`src/rtl/neptuno_joyscan.sv`:
```
// Serial joystick scanner for a 74HC165-style chain; presents a frame-coherent active-low button vector.
// Optional JOYSCAN_DEBOUNCE_EN: commit only when two consecutive frames agree.
module neptuno_joyscan #(
  parameter int NUM_JOYS     = 2,
  parameter int BITS_PER_JOY = 8,
  parameter int CLK_DIV      = 16
) (
  input  logic                             clk_i,
  input  logic                             rst_n_i,
  input  logic                             joy_data_i,
  output logic                             joy_clk_o,
  output logic                             joy_load_o,
  output logic [NUM_JOYS*BITS_PER_JOY-1:0] joys_o,
  output logic                             frame_done_o,
  output logic                             changed_o
);

  localparam int N    = NUM_JOYS * BITS_PER_JOY;
  localparam int S    = N + 3;
  localparam int HALF = CLK_DIV / 2;
  localparam int DW   = $clog2(CLK_DIV);
  localparam int SW   = $clog2(S);
  localparam int IW   = $clog2(N);
  localparam int BW   = $clog2(BITS_PER_JOY);

  if ((CLK_DIV % 2) != 0 || CLK_DIV < 4) begin : g_bad_div
    $error("neptuno_joyscan: CLK_DIV must be even and >= 4");
  end
  if (NUM_JOYS < 1 || NUM_JOYS > 4 || BITS_PER_JOY < 4 || BITS_PER_JOY > 12) begin : g_bad_size
    $error("neptuno_joyscan: NUM_JOYS must be 1..4 and BITS_PER_JOY 4..12");
  end

  typedef enum logic [1:0] {PH_LOAD, PH_SETTLE, PH_SHIFT, PH_GAP} phase_t;

  phase_t          phase_q, phase_d;
  logic [DW-1:0]   div_q, div_d;
  logic [SW-1:0]   slot_q, slot_d;
  logic [BW-1:0]   bit_cnt_q, bit_cnt_d;
  logic [IW-1:0]   ptr_q, ptr_d;
  logic [N-1:0]    shadow_q, shadow_d;
  logic [N-1:0]    joys_q;
  logic [1:0]      sync_q;
  logic            joy_clk_q, joy_load_q, frame_done_q, changed_q;
  logic            sample_en, last_sample;
`ifdef JOYSCAN_DEBOUNCE_EN
  logic [N-1:0]    last_q;
`endif

  // ptr walks each joystick MSB first: B-1 .. 0, then jumps to the next joystick's MSB
  always_comb begin
    div_d       = div_q + 1'b1;
    slot_d      = slot_q;
    phase_d     = phase_q;
    bit_cnt_d   = bit_cnt_q;
    ptr_d       = ptr_q;
    shadow_d    = shadow_q;
    sample_en   = (phase_q == PH_SHIFT) && (div_q == DW'(HALF - 1));
    last_sample = sample_en && (slot_q == SW'(S - 2));

    if (div_q == DW'(CLK_DIV - 1)) begin
      div_d  = '0;
      slot_d = (slot_q == SW'(S - 1)) ? '0 : slot_q + 1'b1;
      case (phase_q)
        PH_LOAD:   phase_d = PH_SETTLE;
        PH_SETTLE: phase_d = PH_SHIFT;
        PH_SHIFT:  if (slot_q == SW'(S - 2)) phase_d = PH_GAP;
        default:   phase_d = PH_LOAD;
      endcase
    end

    if (phase_q == PH_LOAD) begin
      bit_cnt_d = BW'(BITS_PER_JOY - 1);
      ptr_d     = IW'(BITS_PER_JOY - 1);
    end else if (sample_en) begin
      shadow_d[ptr_q] = sync_q[1];
      if (bit_cnt_q == '0) begin
        bit_cnt_d = BW'(BITS_PER_JOY - 1);
        ptr_d     = ptr_q + IW'(2 * BITS_PER_JOY - 1);
      end else begin
        bit_cnt_d = bit_cnt_q - 1'b1;
        ptr_d     = ptr_q - 1'b1;
      end
    end
  end

  // Pin outputs are registered from next-state so they line up with div/slot without glitches
  always_ff @(posedge clk_i or negedge rst_n_i) begin
    if (!rst_n_i) begin
      div_q        <= '0;
      slot_q       <= '0;
      phase_q      <= PH_LOAD;
      bit_cnt_q    <= BW'(BITS_PER_JOY - 1);
      ptr_q        <= IW'(BITS_PER_JOY - 1);
      shadow_q     <= '1;
      sync_q       <= '1;
      joy_clk_q    <= 1'b0;
      joy_load_q   <= 1'b1;
      joys_q       <= '1;
      frame_done_q <= 1'b0;
      changed_q    <= 1'b0;
`ifdef JOYSCAN_DEBOUNCE_EN
      last_q       <= '1;
`endif
    end else begin
      div_q        <= div_d;
      slot_q       <= slot_d;
      phase_q      <= phase_d;
      bit_cnt_q    <= bit_cnt_d;
      ptr_q        <= ptr_d;
      shadow_q     <= shadow_d;
      sync_q       <= {sync_q[0], joy_data_i};
      joy_clk_q    <= (div_d >= DW'(HALF));
      joy_load_q   <= (phase_d != PH_LOAD);
      frame_done_q <= last_sample;
      changed_q    <= 1'b0;
`ifdef JOYSCAN_DEBOUNCE_EN
      if (last_sample) begin
        last_q <= shadow_d;
        if (shadow_d == last_q) begin
          joys_q    <= shadow_d;
          changed_q <= (shadow_d != joys_q);
        end
      end
`else
      if (last_sample) begin
        joys_q    <= shadow_d;
        changed_q <= (shadow_d != joys_q);
      end
`endif
    end
  end

  assign joy_clk_o    = joy_clk_q;
  assign joy_load_o   = joy_load_q;
  assign joys_o       = joys_q;
  assign frame_done_o = frame_done_q;
  assign changed_o    = changed_q;

endmodule
```
`config.mk`:
```
export PLATFORM = sky130hd
export DESIGN_NAME = neptuno_joyscan
export DESIGN_NICKNAME = d
export VERILOG_FILES = /design/src/rtl/neptuno_joyscan.sv
export SDC_FILE = /design/constraint.sdc
export NUM_CORES = 1
export LEC_CHECK = 0
export ABC_CLOCK_PERIOD_IN_PS = 3600
export CORE_MARGIN = 10
export CORE_UTILIZATION = 36
export CTS_CLUSTER_SIZE = 16
export DETAILED_ROUTE_END_ITERATION = 7
export HOLD_SLACK_MARGIN = 0.08
export MAX_ROUTING_LAYER = met4
export PLACE_DENSITY = 0.53
export SYNTH_ARGS = -nofsm -noshare
export SYNTH_HDL_FRONTEND = slang
export SYNTH_SLANG_ARGS = --single-unit
```
`constraint.sdc`:
```
create_clock -name clk_i -period 3.6 [get_ports clk_i]
set_input_delay 0.9 -clock clk_i [delete_from_list [all_inputs] [get_ports clk_i]]
set_output_delay 0.9 -clock clk_i [all_outputs]
set_load 0.005 [all_outputs]
```
# Word-level counts from Yosys, hierarchy flattened
# Cells that the tools add are included.
dict set report op_classes {
  n_addsub 5
  order_cmp 3
  eq_ne 7
  muxes 17
  n_reduce_logical 7
}
# cell count
set ops {}
lappend ops {{2-to-1 mux 16 bit} 2}
lappend ops {{bitwise mux 16 bit} 1}
lappend ops {{2-to-1 mux 4 bit} 4}
lappend ops {{!= test 16 bit} 1}
lappend ops {{== test 5 bit (second input constant)} 2}
lappend ops {{2-to-1 mux 3 bit} 3}
lappend ops {{one-hot mux 2 bit (3 select lines)} 1}
lappend ops {{adder 5 x 1 -> 5 bit (second input constant)} 1}
lappend ops {{< comparator 4 x 5 -> 1 bit (second input constant)} 1}
lappend ops {{2-to-1 mux 5 bit} 1}
lappend ops {{adder 4 x 1 -> 4 bit (second input constant)} 1}
lappend ops {{adder 4 bit (second input constant)} 1}
lappend ops {{demux 1 bit (select 4 bit)} 1}
lappend ops {{== test 4 x 3 -> 1 bit (second input constant)} 1}
lappend ops {{== test 4 bit (second input constant)} 1}
lappend ops {{>= comparator 4 x 1 -> 1 bit (second input constant)} 1}
lappend ops {{>= comparator 4 bit (second input constant)} 1}
lappend ops {{2-to-1 mux 2 bit} 2}
lappend ops {{nonzero test 2 bit} 2}
lappend ops {{subtractor 4 x 1 -> 4 bit (second input constant)} 1}
lappend ops {{logical AND 1 bit} 3}
lappend ops {{zero test 3 bit} 1}
lappend ops {{subtractor 3 x 1 -> 3 bit (second input constant)} 1}
lappend ops {{== test 2 x 1 -> 1 bit (second input constant)} 1}
lappend ops {{other kinds (3)} 4}
dict set report totals {
  register_bits 56
  in_bits 3
  output_inout_bits 20
  word_cells 51
}

# Logic depth before layout (Yosys ltp)
dict set report logic_depth {
  word_depth 9
  depth_mapped 10
  depth_no_buf 8
}

# Least setup slack after synthesis
# Ideal clock, no wire load.
dict set report synth_timing {
  path_type {reg-to-reg}
  from {register ptr_q[0]}
  to {register changed_q, in the netlist changed_o}
  setup_ns 0.134
  arrival_ns 2.126
  required_time_ns 3.466
  setup_slack_ns 1.340
  stages_incl_launch_ff 9
  n_path_buf 0
  synth_period_minus_slack_ns 2.260
  cell_sequence {dfstp_2 -> inv_1 -> ha_1 -> nor2b_1 -> and4_4 -> or3_1 -> a2111oi_2 -> and4_1 -> a31oi_1}
}
dict set report synth_between {
  elab_chain_len 9
  elab_cells_between_ends 10
  classes_between {2 x order compare; 1 x eq/ne; 6 x mux; 1 x reduce/logical}
}
# element line_no
set synth_lines {}
lappend synth_lines {{start, declared} 39} ;# logic [IW-1:0] ptr_q, ptr_d;
lappend synth_lines {{start signal, assigned} 93} ;# ptr_q <= IW'(BITS_PER_JOY - 1);
lappend synth_lines {{start signal, assigned} 109} ;# ptr_q <= ptr_d;
lappend synth_lines {{< comparator 4 x 5 -> 1 bit (not written as such) / >= comparator 4 x 1 -> 1 bit (equally long branches)} 75} ;# shadow_d[ptr_q] = sync_q[1];
lappend synth_lines {{logical AND 1 bit (not written as such)} 75}
lappend synth_lines {{2-to-1 mux 1 bit (not written as such)} 75}
lappend synth_lines {{demux 1 bit (select 4 bit) *} 75}
lappend synth_lines {{bitwise mux 16 bit *} 75}
lappend synth_lines {{2-to-1 mux 16 bit *} 74} ;# end else if (sample_en) begin
lappend synth_lines {{2-to-1 mux 16 bit *} 71} ;# if (phase_q == PH_LOAD) begin
lappend synth_lines {{!= test 16 bit *} 127} ;# changed_q <= (shadow_d != joys_q);
lappend synth_lines {{2-to-1 mux 1 bit *} 125} ;# if (last_sample) begin
lappend synth_lines {{end signal, assigned} 127}
lappend synth_lines {{end, declared} 43} ;# logic joy_clk_q, joy_load_q, frame_done_q, changed_q;
# Mark *: on every way between the ends. The rest lies on a longest branch, timed or not.
# A chain may end at the register's enable or synchronous reset.

# Worst setup path in the final report
dict set report layout_timing {
  from {register div_q[0]}
  to {register changed_q, in the netlist changed_o}
}
dict set report layout_between {
  elab_chain_len 6
  elab_cells_between_ends 7
  classes_between {2 x eq/ne; 3 x mux; 2 x reduce/logical}
}
# element line_no
set layout_lines {}
lappend layout_lines {{start, declared} 36} ;# logic [DW-1:0] div_q, div_d;
lappend layout_lines {{start signal, assigned} 105} ;# div_q <= div_d;
lappend layout_lines {{== test 4 x 3 -> 1 bit *} 57} ;# sample_en = (phase_q == PH_SHIFT) && (div_q == DW'(HALF - 1));
lappend layout_lines {{logical AND 1 bit *} 57}
lappend layout_lines {{2-to-1 mux 16 bit} 74}
lappend layout_lines {{2-to-1 mux 16 bit} 71}
lappend layout_lines {{!= test 16 bit} 127}
lappend layout_lines {{2-to-1 mux 1 bit *} 125}
# Marks and branches as above.

==> out/summary.txt <==
final period utilization: 0.794
port bufs: 22
Max VDD drop: 150 uV
status: complete, no violations
Total GRT Usage: 0.125
vias in the first global route: 2240
Post-Synth XOR/XNOR Area: 0.0358
Worst Path Buf+Inv: 0
Yosys cell types: 55
asr flop ratio synth: 1.00
mux cell area share after synthesis: 0.0660
global-route wire length before repair: 11.8 mm
post-synthesis adder-cell area fraction: 0.0468
pwr/cell area: 297 mW/mm^2
largest net degree at the start of global routing: 39
post-CTS setup buffer count: 0
Slew @ Worst Pin: 864 ps
starting density of the core: 0.374
Max Clk Rate: 0.350 GHz
Core Area: 0.00785 mm^2
dominant synthesized flop cell: dfstp_2
CTS root buffer: clkbuf_8
Iteration-0 DRC Markers: 80
Layout area overhead: 12.4%
# setup viols final: 0
number of CTS-inserted buffers: 5
syn nets: 301
Worst path max stage delay: 710 ps
DR WL/cell: 16.6 um
ANT nets after route: 0
RSZ-0062 raised after global routing: false
synth warn: 0
post-cts hold buffer count: 0
Fin Clk Skew: 2.93 ps
critical-path cell list: ha_1 -> and4b_1 -> a31oi_1 -> or3_1 -> a2111oi_2 -> and4_1 -> a31oi_1
placed cells: 400
Crit Path Class: flop to flop
largest family of logic cells by synthesized area: simple AND/OR/NAND/NOR gates
max_cap viols: 0
relative slew slack: 0.424
endpoint class of the critical path: flop
Vias: 2166
Crit path max-delay family: simple AND/OR/NAND/NOR gates
final wirelength: 6.76 mm
gp weighted congestion: 0.897
simple-gate area share of the yosys netlist: 0.192
Post-Layout Cell Count: 408
DPL Wire Length: 4.92 mm
Synth Register Bits: 52
io pins: 23
Total Negative Setup Slacks: 0 ps
CP Data Required Time: 3790 ps
post-route minimum period: 2860 ps
final hold violation count: 0
die area: 0.0122 mm^2
Clk pin slew, worst setup/hold paths: 90 ps
share of cells above drive strength 1: 0.245
initial antenna violation count: 0
CP dominant cell by count: a31oi_1
sequential share of the synthesized area: 0.459
EDFF count, synth: 0
TritonCTS clock tree: yes
drt pass-1 iters: 4
clk sinks: 52
fin util: 0.421
DRC violations left: 0
Max Slew Vio Count: 0
CP Max Fanout: 22
most frequent cells in the layout: dfstp_2, nand2_1, inv_1
mean area per synthesized cell: 10.2 um^2
arrival time worst endpoint: 3050 ps
# diodes: 0
CP max-delay cell: and4b_1
Syn Std Cell Area: 0.00294 mm^2
Rows: 32
Hold WC Path Type: flop to flop
total grt overflow: 0
P_leak: 1.40 nW
Layout Nets: 319
via/cell ratio: 5.31
die height: 110 um
startpoint types: flop
Die W: 110 um
Synth Area in Compound Gates: 0.138
Post-CTS Resized: 0
CTS Buffer Depth: 2
commonest non-fill, non-tap cell in the layout: dfstp_2
post-synthesis cell count: 287
H-tree Lvls: 2
Worst-Skew Late Latency: 310 ps
## cells by family (layout without fill, tap and decap cells)
kind of cell | count (synthesis) | after routing
and+or+nand+nor | 98 | 98
AOI/OAI and AO/OA | 60 | 60
DFF | 52 | 52
buffers and inverters | 36 | 55
muxes | 18 | 18
xor gates and xnor gates | 12 | 12
adders and majority gates | 11 | 11
## cell usage after synthesis, types with 3 or more instances
library cell,n,area (um^2)
a21oi_1,10,50.1
nand2_1,25,93.8
buf_6,5,56.3
and3_1,4,25.0
a31oi_1,6,37.5
clkbuf_1,5,18.8
nor2_1,12,45.0
nor4_1,3,18.8
xnor2_1,6,52.6
nand4_1,7,43.8
nand3_1,13,65.1
inv_1,22,82.6
a22oi_1,3,22.5
dfrtp_1,14,350
dfstp_2,38,998
mux2i_1,7,70.1
xor2_1,6,52.6
o22ai_1,3,18.8
nor2b_1,7,43.8
a41oi_1,4,35.0
o21ai_0,18,90.1
mux2_2,11,124
ha_1,11,138
nand2b_1,5,31.3
## final timing paths
| path | start | depth (start not counted) | endpoint | slack (ps) |
|---|---|---|---|---|
| setup / recovery | div_q[0] | 7 | changed_o | 740 |
| hold / removal | sync_q[0] | 0 | sync_q[1] | 360 |
| setup reg to reg | div_q[0] | 7 | changed_o | 740 |
| hold reg to reg | sync_q[0] | 0 | sync_q[1] | 360 |
| max in group asynchronous | rst_n_i | 2 | joys_o[3] | 2120 |
| min in group asynchronous | rst_n_i | 1 | div_q[1] | 690 |
## registers in the layout (all words and copies together) (netlist names)
name / flops
sync_q: 2
slot_q: 5
frame_done_o: 1
changed_o: 1
div_q: 4
ptr_q: 4
phase_q: 2
joy_load_o: 1
shadow_q: 16
joys_o: 16
## power by group
part           leakage, nW  switching (mW)  total, mW  internal, mW
combinational        0.777          0.0144     0.0203       0.00584
sequential           0.569         0.00460      0.594         0.589
clock               0.0515           0.192      0.368         0.176
total                 1.40           0.211      0.982         0.771
## metal layers
metal  up-vias  global-route usage  wire length (um)
li1       1058                   -                 -
met1      1068               0.163              3370
met2        32               0.192              3060
met3         8              0.0255               237
met4         0              0.0385                93
met5         -                   -                 0
## layout make-up
| cell class | count | area, um^2 |
|---|---|---|
| clock buffers | 8 | 100 |
| fillers | 799 | 4540 |
| flip-flops and latches | 52 | 1350 |
| repair buffers | 25 | 238 |
| inverters | 22 | 82.6 |
| well taps | 102 | 128 |
| multi-input cells | 199 | 1410 |
## stage by stage
step	worst slack (ps)	instance area (um^2)	power (mW)	hold slack (ps)
after floorplan	1340	2940	0.608	345
after global placement	888	3200	0.625	346
after detailed placement	796	3200	0.625	349
after CTS	772	3300	0.994	362
after global routing	523	3300	1.02	365
final	740	3300	0.982	361
Power figures use the tool's default switching activity.
